<file path="config.mk">
export PLATFORM = sky130hd
export DESIGN_NAME = output_accum_buffer
export DESIGN_NICKNAME = d
export VERILOG_FILES = /design/src/rtl/obuf_pkg.sv /design/src/rtl/obuf_drain_ctrl.sv /design/src/rtl/output_accum_buffer.sv
export SDC_FILE = /design/constraint.sdc
export NUM_CORES = 1
export LEC_CHECK = 0
export ABC_CLOCK_PERIOD_IN_PS = 14800
export CAP_MARGIN = 25
export CORE_ASPECT_RATIO = 1.4
export CORE_MARGIN = 4
export CORE_UTILIZATION = 26
export CTS_BUF_LIST = sky130_fd_sc_hd__clkbuf_8
export DETAILED_ROUTE_END_ITERATION = 10
export SLEW_MARGIN = 40
export SYNTH_ARGS = -nofsm -noshare
export SYNTH_HDL_FRONTEND = slang
export SYNTH_SLANG_ARGS = --single-unit
</file>
<file path="constraint.sdc">
create_clock -name clk -period 14.8 [get_ports clk]
set_input_delay 2.22 -clock clk [delete_from_list [all_inputs] [get_ports clk]]
set_output_delay 2.22 -clock clk [all_outputs]
set_load 0.02 [all_outputs]
</file>
<file path="src/rtl/obuf_pkg.sv">
// ============================================================================
// Module  : obuf_pkg
// Brief   : Shared types, default sizes and overflow helper for the output
//           accumulation buffer.
// Revision: 1.0
// ============================================================================
`default_nettype none

package obuf_pkg;

    localparam int c_default_data_w = 32;
    localparam int c_default_depth  = 16;

    typedef enum logic [0:0] {
        IDLE  = 1'b0,
        DRAIN = 1'b1
    } obuf_state_e;

    // Signed overflow of a + b, judged at bit (width-1); width must be 1..64.
    function automatic logic add_ovf(
        input logic [63:0] a,
        input logic [63:0] b,
        input int unsigned width
    );
        logic [63:0] sum;
        logic [5:0]  msb;
        sum = a + b;
        msb = 6'(width - 1);
        return (a[msb] == b[msb]) && (sum[msb] != a[msb]);
    endfunction

endpackage

`default_nettype wire

</file>
<file path="src/rtl/obuf_drain_ctrl.sv">
// ============================================================================
// Module  : obuf_drain_ctrl
// Brief   : Drain sequencer: walks ptr/remaining, issues one read per free
//           output slot and holds the beat under backpressure.
// Revision: 1.0
// ============================================================================
`default_nettype none

module obuf_drain_ctrl
    import obuf_pkg::*;
#(
    parameter int DATA_W = c_default_data_w,
    parameter int DEPTH  = c_default_depth,
    parameter int ADDR_W = $clog2(DEPTH)
) (
    input  logic              clk,
    input  logic              rst,
    input  logic              drain_start,
    input  logic [ADDR_W-1:0] drain_base,
    input  logic [ADDR_W:0]   drain_len,
    input  logic [DATA_W-1:0] rd_data,
    input  logic              out_ready,
    output logic              rd_en,
    output logic [ADDR_W-1:0] rd_addr,
    output logic [DATA_W-1:0] out_data,
    output logic              out_valid,
    output logic              out_last,
    output logic              busy
);

    localparam logic [ADDR_W:0] c_len_max = (ADDR_W + 1)'(DEPTH);
    localparam logic [ADDR_W:0] c_len_one = (ADDR_W + 1)'(1);

    obuf_state_e       state_q, state_d;
    logic [ADDR_W-1:0] ptr_q, ptr_d;
    logic [ADDR_W:0]   remaining_q, remaining_d;
    logic [DATA_W-1:0] out_data_q, out_data_d;
    logic              out_valid_q, out_valid_d;
    logic              out_last_q, out_last_d;
    logic              w_start_ok;
    logic              w_issue;

    // A pending final beat still counts as busy, so a new drain cannot start under it.
    assign busy       = (state_q != IDLE) || out_valid_q;
    assign w_start_ok = (state_q == IDLE) && !out_valid_q && drain_start &&
                        (drain_len != '0) && (drain_len <= c_len_max);
    assign w_issue    = (state_q == DRAIN) && (!out_valid_q || out_ready);

    always_ff @(posedge clk) begin
        if (rst) begin
            state_q     <= IDLE;
            ptr_q       <= '0;
            remaining_q <= '0;
            out_data_q  <= '0;
            out_valid_q <= 1'b0;
            out_last_q  <= 1'b0;
        end else begin
            state_q     <= state_d;
            ptr_q       <= ptr_d;
            remaining_q <= remaining_d;
            out_data_q  <= out_data_d;
            out_valid_q <= out_valid_d;
            out_last_q  <= out_last_d;
        end
    end

    always_comb begin
        state_d = state_q;
        case (state_q)
            IDLE:    if (w_start_ok) state_d = DRAIN;
            DRAIN:   if (w_issue && (remaining_q == c_len_one)) state_d = IDLE;
            default: state_d = IDLE;
        endcase
    end

    always_comb begin
        ptr_d       = ptr_q;
        remaining_d = remaining_q;
        out_data_d  = out_data_q;
        out_valid_d = out_valid_q;
        out_last_d  = out_last_q;
        if (w_start_ok) begin
            ptr_d       = drain_base;
            remaining_d = drain_len;
        end
        if (w_issue) begin
            out_data_d  = rd_data;
            out_valid_d = 1'b1;
            out_last_d  = (remaining_q == c_len_one);
            ptr_d       = ptr_q + 1'b1;
            remaining_d = remaining_q - c_len_one;
        end else if (out_valid_q && out_ready) begin
            out_valid_d = 1'b0;
            out_last_d  = 1'b0;
        end
    end

    assign rd_en     = w_issue;
    assign rd_addr   = ptr_q;
    assign out_data  = out_data_q;
    assign out_valid = out_valid_q;
    assign out_last  = out_last_q;

endmodule

`default_nettype wire

</file>
<file path="src/rtl/output_accum_buffer.sv">
// ============================================================================
// Module  : output_accum_buffer
// Brief   : Overwrite/accumulate entry buffer with valid bits, sticky signed
//           overflow and a valid/ready multi-beat drain.
//           Optional: OBUF_CLEAR_ON_DRAIN_EN makes drain reads destructive.
// Revision: 1.0
// ============================================================================
`default_nettype none

module output_accum_buffer
    import obuf_pkg::*;
#(
    parameter int DATA_W = c_default_data_w,
    parameter int DEPTH  = c_default_depth,
    parameter int ADDR_W = $clog2(DEPTH)
) (
    input  logic              clk,
    input  logic              rst,
    input  logic              wr_en,
    input  logic              wr_acc,
    input  logic [ADDR_W-1:0] wr_addr,
    input  logic [DATA_W-1:0] wr_data,
    input  logic              drain_start,
    input  logic [ADDR_W-1:0] drain_base,
    input  logic [ADDR_W:0]   drain_len,
    output logic [DATA_W-1:0] out_data,
    output logic              out_valid,
    input  logic              out_ready,
    output logic              out_last,
    output logic              busy,
    output logic [DEPTH-1:0]  entry_valid,
    output logic              acc_ovf
);

    logic [DATA_W-1:0] mem_q [DEPTH];
    logic [DATA_W-1:0] mem_d [DEPTH];
    logic [DEPTH-1:0]  entry_valid_q, entry_valid_d;
    logic              acc_ovf_q, acc_ovf_d;

    logic [DATA_W-1:0] w_acc_old;
    logic [DATA_W-1:0] w_acc_sum;
    logic [DATA_W-1:0] w_wr_value;
    logic [DATA_W-1:0] w_rd_data;
    logic              w_rd_en;
    logic [ADDR_W-1:0] w_rd_addr;

    // Reads see pre-write contents, which gives read-before-write on a collision.
    always_comb begin
        w_acc_old  = entry_valid_q[wr_addr] ? mem_q[wr_addr] : '0;
        w_acc_sum  = w_acc_old + wr_data;
        w_wr_value = wr_acc ? w_acc_sum : wr_data;
        acc_ovf_d  = acc_ovf_q |
                     (wr_en & wr_acc & add_ovf(64'(w_acc_old), 64'(wr_data), DATA_W));
        w_rd_data  = (w_rd_en && entry_valid_q[w_rd_addr]) ? mem_q[w_rd_addr] : '0;
    end

    always_comb begin
        mem_d         = mem_q;
        entry_valid_d = entry_valid_q;
`ifdef OBUF_CLEAR_ON_DRAIN_EN
        if (w_rd_en) begin
            mem_d[w_rd_addr]         = '0;
            entry_valid_d[w_rd_addr] = 1'b0;
        end
`endif
        // Applied last so a same-cycle write outranks a drain clear.
        if (wr_en) begin
            mem_d[wr_addr]         = w_wr_value;
            entry_valid_d[wr_addr] = 1'b1;
        end
    end

    always_ff @(posedge clk) begin
        if (rst) begin
            for (int i = 0; i < DEPTH; i++) begin
                mem_q[i] <= '0;
            end
            entry_valid_q <= '0;
            acc_ovf_q     <= 1'b0;
        end else begin
            mem_q         <= mem_d;
            entry_valid_q <= entry_valid_d;
            acc_ovf_q     <= acc_ovf_d;
        end
    end

    obuf_drain_ctrl #(
        .DATA_W (DATA_W),
        .DEPTH  (DEPTH),
        .ADDR_W (ADDR_W)
    ) u_drain_ctrl (
        .clk         (clk),
        .rst         (rst),
        .drain_start (drain_start),
        .drain_base  (drain_base),
        .drain_len   (drain_len),
        .rd_data     (w_rd_data),
        .out_ready   (out_ready),
        .rd_en       (w_rd_en),
        .rd_addr     (w_rd_addr),
        .out_data    (out_data),
        .out_valid   (out_valid),
        .out_last    (out_last),
        .busy        (busy)
    );

    assign entry_valid = entry_valid_q;
    assign acc_ovf     = acc_ovf_q;

endmodule

`default_nettype wire
</file>
==> impl_metrics.csv <==
group,metric,value,unit
timing,rsz0062_at_grt,"no",
route,wire_per_inst,22.3,um
route,drc_errors,0,
synth,yosysWarnings,0,
floorplanning,die_area,118000,sq um
timing,finalSetupTns,0,ns
floorplanning,floorplan.die.width,292,um
cells_and_area,nFillCells,11581,
worst_setup_path,worst-path-max-fanout,52,
cts,cts.clk_slew.worst_paths,0.06,ns
min_path,worstHoldStart,"u_drain_ctrl.out_data[26]",
job,drv_cap,0,
cts,clock-sinks,573,
route,drt_wl_total,98.4,mm
placement,post-dp-hpwl,60.8,mm
power,vdd_drop_max,0.0568,mV
cts,cts_buffer_depth,3,
cells_and_area,nets,2952,
route,drtPass1Iterations,6,
grt,grtUsageTotal,0.163,
synth,yosysSeqAreaShare,0.391,
outcome,status,"complete, no violations",
timing,worst_slew_pin_slew,0.923,ns
synth,postSynthCellCount,2901,
cells_and_area,multi_input_area,16700,sq um
placement,gp_congestion,0.870,
cts,numCtsBuffers,89,
route,routed_via_density,5.36,
timing,report.final.slew_viol_count,0,
worst_setup_path,start_kind,"input port",
floorplanning,rows,145,
synth,syn-num-nets,2987,
grt,antenna_found_initial,2,
timing,fin_skew,0.0303,ns
grt,grt_max_degree,105,
route,vias,23600,
synth,synth_edf_count,0,
timing,timing_hold_violations_final,0,
synth,ys_types,61,
timing,layout_min_cycle_time,6.96,ns
cells_and_area,synthToLayoutAreaGrowth,15.4,%
grt,grt_pass1_vias,23138,
min_path,hp-class,"reg -> reg",
route,postRouteAntennaNets,0,
cts,hold_buffers,0,
synth,ys.flop_type,"dfxtp_1",
grt,grt-ovfl-total,0,
cells_and_area,mostFrequentLayoutCells,"dfxtp_1 (569), nor2_1 (395), mux4_2 (325)",
floorplanning,initial_core_util,0.262,
timing,period_share,0.470,
worst_setup_path,cp.arrival,7.52,ns
synth,syn_avg_cell_area,10.1,sq um
power,leakage,11.0,nW
worst_setup_path,worstSetupPathType,"in -> reg",
synth,synth_async_sr_flop_share,0,
timing,finalSetupViolations,0,
power,p_per_area,103,nW/um^2
timing,setup_slack,7.84,ns
power,power,0.00347,W
synth,ys_ff_latch,573,
cells_and_area,fin_util,0.303,
worst_setup_path,cp-end-kind,"flop",
placement,io_buffers,102,
timing,slew_headroom,0.383,
cts,clk_latency,0.72,ns
cts,ctsHtreeMaxLevel,3,
worst_setup_path,cp.required,15.36,ns
placement,preCtsSetupSlack,7.11,ns
cts,cts_tree,"built",
worst_setup_path,regToRegStartpoint,"entry_valid[1]",
cts,cts.root.buffer_cell,"clkbuf_8",
cts,post_cts_resized,0,
floorplanning,core_area,112000,sq um
worst_setup_path,crit_path_start,"wr_addr[0]",
route,drt_iter0_drc,2320,
cells_and_area,regArea,11500,sq um
cells_and_area,drive_above_1_share,0.206,
grt,grt_pass1_wl,149,mm
timing,clock.fmax,0.144,GHz
synth,syn_area,29300,sq um
floorplanning,die_h,405,um
floorplanning,ios,103,
cts,post_cts_buffers,0,
cells_and_area,final_common_cell,"dfxtp_1",
-- cells by family (layout without fill, tap and decap cells) --
group | Yosys count | after routing | synth area share
AO/OA/AOI/OAI | 803 | 803 | 0.169
XOR/XNOR | 30 | 30 | 0.00897
adder cells (fa/ha/maj) | 35 | 35 | 0.0152
buffers and inverters | 317 | 351 | 0.0427
flip-flops | 573 | 573 | 0.391
multiplexers | 358 | 358 | 0.262
other | 0 | 1 | 0
AND/OR/NAND/NOR | 785 | 785 | 0.111
-- stage by stage --
stage / std cells / hold WS [ns] / cell area [sq um]
floorplan: 2901 / 0.439 / 29300
global placement: 4236 / 0.446 / 31600
detailed placement: 4243 / 0.450 / 31800
CTS: 4403 / 0.459 / 33700
global route: 4406 / 0.478 / 33800
finish: 4406 / 0.455 / 33800
-- report_power, final --
part / internal (W) / switching [W] / leakage, nW
registers: 0.00158 / 0.0000343 / 4.64
logic: 0.000157 / 0.000251 / 5.27
clock network: 0.000779 / 0.000674 / 1.08
total: 0.00251 / 0.000959 / 11.0
-- cell type report --
type | count | share of cell area
Tap cell | 1470 | 0.0544
Sequential cell | 573 | 0.340
Antenna cell | 1 | 0.0000740
Clock buffer | 119 | 0.0484
Clock inverter | 41 | 0.00962
Inverter | 14 | 0.00159
Multi-Input combinational cell | 2011 | 0.495
Timing Repair Buffer | 177 | 0.0512
-- worst max-delay path, stage by stage --
cell and delay (ns):
buf_8 0.08, buf_16 0.32, buf_16 0.29, buf_4 0.61
mux4_2 0.57, mux4_2 0.52, nor2b_1 0.16, ha_1 0.36
a21oi_1 0.20, o21ai_0 0.11, a21oi_1 0.19, a31oi_1 0.18
a31oi_1 0.41, o21ai_0 0.19, xor2_1 0.17, a22oi_1 0.47
buf_2 0.30, o21ai_0 0.10
-- registers in the layout, indices dropped and copies added (netlist names) --
| name | flops |
|---|---|
| u_drain_ctrl.remaining_q | 5 |
| u_drain_ctrl.rd_addr | 4 |
| entry_valid | 16 |
| acc_ovf | 1 |
| u_drain_ctrl.out_last | 1 |
| u_drain_ctrl.state_q | 1 |
| mem_q | 512 |
| u_drain_ctrl.out_data | 32 |
| u_drain_ctrl.out_valid | 1 |
-- synthesized netlist by cell type (10+ instances only) --
cell / instances / area, sq um
mux2i_1: 27 / 270
a21o_1: 13 / 97.6
nor2b_1: 37 / 231
nand2_1: 215 / 807
dfxtp_1: 573 / 11500
mux4_2: 326 / 7340
buf_1: 34 / 128
ha_1: 34 / 425
buf_2: 24 / 120
nor3_1: 17 / 85.1
clkbuf_1: 240 / 901
a211oi_1: 260 / 1950
xnor2_1: 21 / 184
inv_1: 13 / 48.8
a211oi_2: 10 / 125
nor2_1: 407 / 1530
a21oi_1: 287 / 1440
nand3_1: 79 / 395
o21ai_0: 182 / 911
-- final timing paths --
| kind | cells past startpoint | end | slack, ns |
|---|---|---|---|
| max | 18 | mem_q[477] | 7.84 |
| min | 2 | u_drain_ctrl.out_data[26] | 0.45 |
| max reg2reg | 17 | mem_q[477] | 9.89 |
| min reg2reg | 2 | u_drain_ctrl.out_data[26] | 0.45 |
-- routing by layer --
metal	global-route usage	wire length (um)	vias up
li1	-	-	10763
met1	0.198	37900	11611
met2	0.278	48600	969
met3	0.0278	6850	257
met4	0.0794	5070	0
met5	0	0	-
(Power assumes the default switching activity.)
